==> src/rtl/adc_scan_sequencer.sv <==
// Round-robin command/response sequencer for the MAX10 ADC IP.
// Define ADC_SCAN_AVERAGE_EN to report the mean of every 4 samples per slot.
module adc_scan_sequencer #(
  parameter int NUM_SLOTS = 4,
  parameter int CHANNEL_W = 5,
  parameter int DATA_W    = 12,
  parameter int TIMEOUT   = 1023
) (
  input  logic                           clk,
  input  logic                           rst_n,
  input  logic [NUM_SLOTS*CHANNEL_W-1:0] slot_channel_in,
  input  logic [NUM_SLOTS-1:0]           slot_enable_in,
  output logic                           command_valid_out,
  output logic [CHANNEL_W-1:0]           command_channel_out,
  output logic                           command_startofpacket_out,
  output logic                           command_endofpacket_out,
  input  logic                           command_ready_in,
  input  logic                           response_valid_in,
  input  logic [CHANNEL_W-1:0]           response_channel_in,
  input  logic [DATA_W-1:0]              response_data_in,
  output logic [NUM_SLOTS*DATA_W-1:0]    sample_data_out,
  output logic [NUM_SLOTS-1:0]           sample_stb_out,
  output logic                           busy_out,
  output logic                           error_out,
  input  logic                           error_clear_in
);

  localparam int SW = (NUM_SLOTS > 1) ? $clog2(NUM_SLOTS) : 1;
  localparam int TW = (TIMEOUT > 1) ? $clog2(TIMEOUT + 1) : 1;

  typedef enum logic [1:0] {
    IDLE,
    ISSUE,
    WAIT_RESP
  } state_e;

  state_e               state_q, state_d;
  logic [SW-1:0]        last_q, last_d;
  logic [SW-1:0]        sel_q, sel_d;
  logic [CHANNEL_W-1:0] chan_q, chan_d;
  logic                 sop_q, sop_d;
  logic                 eop_q, eop_d;
  logic                 valid_q, valid_d;
  logic [TW-1:0]        tmo_q, tmo_d;
  logic                 err_q, err_d;
  logic [DATA_W-1:0]    data_q [NUM_SLOTS];
  logic [DATA_W-1:0]    data_d [NUM_SLOTS];
  logic [NUM_SLOTS-1:0] stb_q, stb_d;

  logic          any_en;
  logic          nxt_found;
  logic [SW-1:0] nxt_idx, lo_idx, hi_idx;
  logic          wr_en, err_set;

  // Next slot is searched strictly after last_q, ending on last_q itself.
  always_comb begin
    any_en    = |slot_enable_in;
    nxt_found = 1'b0;
    nxt_idx   = '0;
    lo_idx    = '0;
    hi_idx    = '0;
    for (int i = NUM_SLOTS - 1; i >= 0; i--) begin
      if (slot_enable_in[i]) lo_idx = SW'(i);
    end
    for (int i = 0; i < NUM_SLOTS; i++) begin
      if (slot_enable_in[i]) hi_idx = SW'(i);
    end
    for (int i = 1; i <= NUM_SLOTS; i++) begin
      if (!nxt_found &&
          slot_enable_in[(int'(last_q) + i) % NUM_SLOTS]) begin
        nxt_found = 1'b1;
        nxt_idx   = SW'((int'(last_q) + i) % NUM_SLOTS);
      end
    end
  end

  always_comb begin
    state_d = state_q;
    last_d  = last_q;
    sel_d   = sel_q;
    chan_d  = chan_q;
    sop_d   = sop_q;
    eop_d   = eop_q;
    valid_d = valid_q;
    tmo_d   = tmo_q;
    wr_en   = 1'b0;
    err_set = 1'b0;
    unique case (state_q)
      IDLE: begin
        err_set = response_valid_in;
        if (any_en) begin
          sel_d   = nxt_idx;
          chan_d  = slot_channel_in[int'(nxt_idx)*CHANNEL_W +: CHANNEL_W];
          sop_d   = (nxt_idx == lo_idx);
          eop_d   = (nxt_idx == hi_idx);
          valid_d = 1'b1;
          state_d = ISSUE;
        end
      end
      ISSUE: begin
        err_set = response_valid_in;
        if (command_ready_in) begin
          valid_d = 1'b0;
          last_d  = sel_q;
          tmo_d   = '0;
          state_d = WAIT_RESP;
        end
      end
      WAIT_RESP: begin
        // A response arriving with the timeout still counts.
        if (response_valid_in) begin
          state_d = IDLE;
          if (response_channel_in == chan_q) wr_en = 1'b1;
          else err_set = 1'b1;
        end else if (tmo_q == TW'(TIMEOUT - 1)) begin
          err_set = 1'b1;
          state_d = IDLE;
        end else begin
          tmo_d = tmo_q + 1'b1;
        end
      end
      default: state_d = IDLE;
    endcase
  end

  assign err_d = err_set | (err_q & ~error_clear_in);

`ifdef ADC_SCAN_AVERAGE_EN
  logic [1:0]        cnt_q [NUM_SLOTS];
  logic [1:0]        cnt_d [NUM_SLOTS];
  logic [DATA_W+1:0] acc_q [NUM_SLOTS];
  logic [DATA_W+1:0] acc_d [NUM_SLOTS];
  logic [DATA_W+1:0] sum;

  always_comb begin
    stb_d  = '0;
    data_d = data_q;
    cnt_d  = cnt_q;
    acc_d  = acc_q;
    sum    = acc_q[sel_q] + (DATA_W+2)'(response_data_in);
    for (int k = 0; k < NUM_SLOTS; k++) begin
      if (!slot_enable_in[k]) begin
        cnt_d[k] = '0;
        acc_d[k] = '0;
      end
    end
    if (wr_en) begin
      if (cnt_q[sel_q] == 2'd3) begin
        data_d[sel_q] = DATA_W'(sum >> 2);
        stb_d[sel_q]  = 1'b1;
        acc_d[sel_q]  = '0;
        cnt_d[sel_q]  = '0;
      end else begin
        acc_d[sel_q] = sum;
        cnt_d[sel_q] = cnt_q[sel_q] + 2'd1;
      end
    end
  end

  always_ff @(posedge clk or negedge rst_n) begin
    if (!rst_n) begin
      for (int k = 0; k < NUM_SLOTS; k++) begin
        cnt_q[k] <= '0;
        acc_q[k] <= '0;
      end
    end else begin
      cnt_q <= cnt_d;
      acc_q <= acc_d;
    end
  end
`else
  always_comb begin
    stb_d  = '0;
    data_d = data_q;
    if (wr_en) begin
      data_d[sel_q] = response_data_in;
      stb_d[sel_q]  = 1'b1;
    end
  end
`endif

  always_ff @(posedge clk or negedge rst_n) begin
    if (!rst_n) begin
      state_q <= IDLE;
      last_q  <= SW'(NUM_SLOTS - 1);
      sel_q   <= '0;
      chan_q  <= '0;
      sop_q   <= 1'b0;
      eop_q   <= 1'b0;
      valid_q <= 1'b0;
      tmo_q   <= '0;
      err_q   <= 1'b0;
      stb_q   <= '0;
      for (int k = 0; k < NUM_SLOTS; k++) data_q[k] <= '0;
    end else begin
      state_q <= state_d;
      last_q  <= last_d;
      sel_q   <= sel_d;
      chan_q  <= chan_d;
      sop_q   <= sop_d;
      eop_q   <= eop_d;
      valid_q <= valid_d;
      tmo_q   <= tmo_d;
      err_q   <= err_d;
      stb_q   <= stb_d;
      data_q  <= data_d;
    end
  end

  for (genvar k = 0; k < NUM_SLOTS; k++) begin : g_pack
    assign sample_data_out[k*DATA_W +: DATA_W] = data_q[k];
  end

  assign command_valid_out         = valid_q;
  assign command_channel_out       = chan_q;
  assign command_startofpacket_out = sop_q;
  assign command_endofpacket_out   = eop_q;
  assign sample_stb_out            = stb_q;
  assign busy_out                  = (state_q != IDLE);
  assign error_out                 = err_q;

endmodule

==> config.mk <==
export PLATFORM = sky130hd
export DESIGN_NAME = adc_scan_sequencer
export DESIGN_NICKNAME = d
export VERILOG_FILES = /design/src/rtl/adc_scan_sequencer.sv
export SDC_FILE = /design/constraint.sdc
export NUM_CORES = 1
export LEC_CHECK = 0
export CORE_MARGIN = 4
export CORE_UTILIZATION = 40
export CTS_CLUSTER_DIAMETER = 40
export DETAILED_ROUTE_END_ITERATION = 7
export PLACE_DENSITY = 0.81
export RECOVER_POWER = 25
export SYNTH_ARGS = -nofsm -noshare
export SYNTH_HDL_FRONTEND = slang
export SYNTH_SLANG_ARGS = --single-unit
==> constraint.sdc <==
create_clock -name clk -period 4.3 [get_ports clk]
set_input_delay 0.645 -clock clk [delete_from_list [all_inputs] [get_ports clk]]
set_output_delay 0.645 -clock clk [all_outputs]
set_load 0.1 [all_outputs]
==> impl_results.md <==
- WS Path Type: flop to primary output
- Hold Crit Class: flop to flop
- Design area: 4940 µm²
- Iter 0 DRT Violations: 75
- DRC: 0
- NumNets Final: 445
- Rows: 33
- Final ANT Viol Nets: 0
- CTS resizes: 0
- Area after DPL: 4690 µm²
- Post-synth EDFFs: 0
- Final WL: 8.29 mm
- Post-CTS setup buffers: 0
- Clock Skew: 0.00949 ns
- Actual slew at the worst max-slew pin: 1.80 ns
- Comb pwr share: 45.4%
- Via density: 5.27
- DR WL/cell: 16.3 µm
- Distinct cells, synth: 44
- Syn. warnings: 0
- Io pins: 108
- TritonCTS clock tree: built
- Final Hold Vio Count: 0
- Syn_nets: 331
- Pwr Density: 605 nW/µm²
- Slew HR: -20.3%
- Post-Synthesis Cells: 283
- Num CTS Buffers: 9
- Clock-pin slew on the worst setup and hold paths: 0.08 ns
- Die Wd: 102 µm
- Critical-path top delay cell: clkdlybuf4s50_1
- FFs w/ async S/R, synth: 100%
- Final period utilization: 65.6%
- Setup crit start kind: flop
- Max-slew violations: 78
- CP cell instances: nor2_1, inv_1, clkdlybuf4s50_1
- Sink Count: 77
- Fmax: 0.355 GHz
- Worst Path Buf+Inv: 2
- Maxcap violations: 1
- Grt total ovfl: 0
- Worst skew pair latency: 0.34 ns
- Failing checks: max-capacitance violations, max-slew violations
- Sequential cell area: 1930 µm²
- Initial Util: 41.8%
- Worst path required time: 3.65 ns
- P&R area growth vs syn: 40.8%
- Fill count: 662
- Tot GR Track Use: 16.6%
- Synth Cell Area: 3510 µm²
- NetSw: 0.00135 W
- Core Footprint: 8380 µm²
- CTS root buffer: clkbuf_8
- CP top delay family: buffers and inverters
- Placer Congestion: 0.783
- Share of cells above drive strength 1: 20.4%
- H-tree lvl count: 3
- Post-synthesis sequential area ratio: 55.0%
- IO Port Bufs: 107
- Post-synth top flop: dfrtp_1
- Critical path arrival: 2.18 ns
- Slowest cell delay on critical path: 0.99 ns
- # setup viols final: 0
- Synthesized area per cell: 12.4 µm²
- Inserted Diodes: 0
- Lkg Pwr: 2.20 nW
- Pre-CTS setup slack: 1.32 ns
- Sequential share of power: 32.5%
- Worst Path Max Fanout: 8
- Setup TNS: 0 ns
- Unrepaired setup endpoints after global routing: false
- Vias in the first global route: 2674
- Largest net degree at the start of global routing: 78
- Total power: 0.00299 W
- Cell internal pwr: 0.00164 W
- Final setup margin: 1.48 ns
- Status: finished with violations
- Area of the multi-input gates: 1520 µm²
- Via Count: 2673
- DIE HEIGHT: 102 µm
- Final worst path period need: 2.82 ns
- Clock Tree Buf Depth: 2
- Synth Register Bits: 77
- Global-route wire length before repair: 13.3 mm
- Drt first pass iters: 4
- Maximum VDD drop: 0.664 mV
- Dpl hpwl: 6.07 mm
- Switch share: 45.2%
- Die ar.: 10300 µm²
- Clk pwr share: 22.0%
- Hold-fix buffers, CTS: 0
- Antenna violations before repair: 0
- Crit. End Element: primary output
-- cell families after synthesis --
family	Yosys count	share of synthesized area [%]
compound gates	48	9.56
mux	53	17.9
flops	77	55.0
xor+xnor	12	3.00
buf+inv	13	1.96
simple gates	78	11.8
fa+ha+maj	2	0.714
-- worst register-to-register path, delay by kind of cell (launching register included) --
kind | cells | cell delay [ns]
AND/OR/NAND/NOR | 3 | 1.27
multiplexers | 1 | 0.34
XOR/XNOR | 1 | 0.17
flip-flops | 1 | 0.43
-- power groups by stage --
stage               Sequential (W)  Combinational (W)  Clock [W]
floorplan                  0.00159           0.000394          0
global placement          0.000983            0.00134          0
detailed placement        0.000984            0.00136          0
CTS                       0.000973            0.00136   0.000675
global route              0.000992            0.00142   0.000713
finish                    0.000972            0.00136   0.000658
-- path summary, 6_finish.rpt --
check	from	endpoint	slack [ns]	cells past startpoint
max	state_q[1]	busy_out	1.48	3
min	command_valid_out	command_valid_out	0.50	2
max reg2reg	command_channel_out[3]	sample_data_out[44]	1.97	5
min reg2reg	command_valid_out	command_valid_out	0.50	2
max in group asynchronous	rst_n	command_valid_out	2.45	1
min in group asynchronous	rst_n	sample_data_out[22]	0.79	1
-- layer usage --
metal / global-route usage (%) / up-vias / share of wire (%)
met1: 21.6 / 1311 / 44
met3: 4.75 / 7 / 7.8
met5: 0 / - / 0
met2: 26.4 / 98 / 47
met4: 6.44 / 0 / 1.1
li1: - / 1257 / -
-- state kept, by name (all words and copies together) (netlist names) --
register and count:
sel_q 2, error_out 1, sample_stb_out 4, command_valid_out 1
sample_data_out 48, command_channel_out 5, tmo_q 10, last_q 2
command_startofpacket_out 1, command_endofpacket_out 1, state_q 2
-- cell usage in the layout, fill, tap and decap left out, types with 9 or more instances in the layout --
| master | count |
|---|---|
| dfrtp_1 | 75 |
| nor3_1 | 9 |
| clkbuf_8 | 10 |
| mux2_2 | 38 |
| nor2_1 | 12 |
| nand2_1 | 18 |
| xnor2_1 | 12 |
| clkdlybuf4s50_1 | 106 |
| mux2_4 | 10 |
| o21ai_0 | 12 |
-- cells in the mapped netlist (all sizes together), types with 3 or more instances --
cell | number | area (µm²)
a21bo | 5 | 50.1
a21oi | 6 | 30.0
buf | 5 | 38.8
dfrtp | 75 | 1880
inv | 6 | 22.5
mux2 | 48 | 578
mux2i | 5 | 50.1
nand2 | 18 | 67.6
nand2b | 5 | 31.3
nand3 | 8 | 40.0
nand3b | 3 | 22.5
nand4 | 6 | 37.5
nor2 | 12 | 45.0
nor3 | 13 | 75.1
o211ai | 7 | 52.6
o21a | 3 | 22.5
o21ai | 13 | 65.1
o31ai | 6 | 45.0
xnor2 | 12 | 105
-- stage by stage --
step           cells  hold WS, ns  util (%)
6_report         507        0.505      58.9
5_1_grt          507        0.528      58.9
4_1_cts          507        0.465      58.9
3_5_place_dp     491        0.484      56.0
3_3_place_gp     491        0.485      56.0
2_1_floorplan    283        0.349         -
-- area by class of cell --
type | count | area share (%)
multi-input combinational | 193 | 30.7
inverter | 6 | 0.456
sequential | 77 | 39.1
timing repair buffer | 110 | 22.0
tap | 105 | 2.66
clock inverter | 5 | 2.15
clock buffer | 11 | 2.86
(Power assumes the default switching activity.)
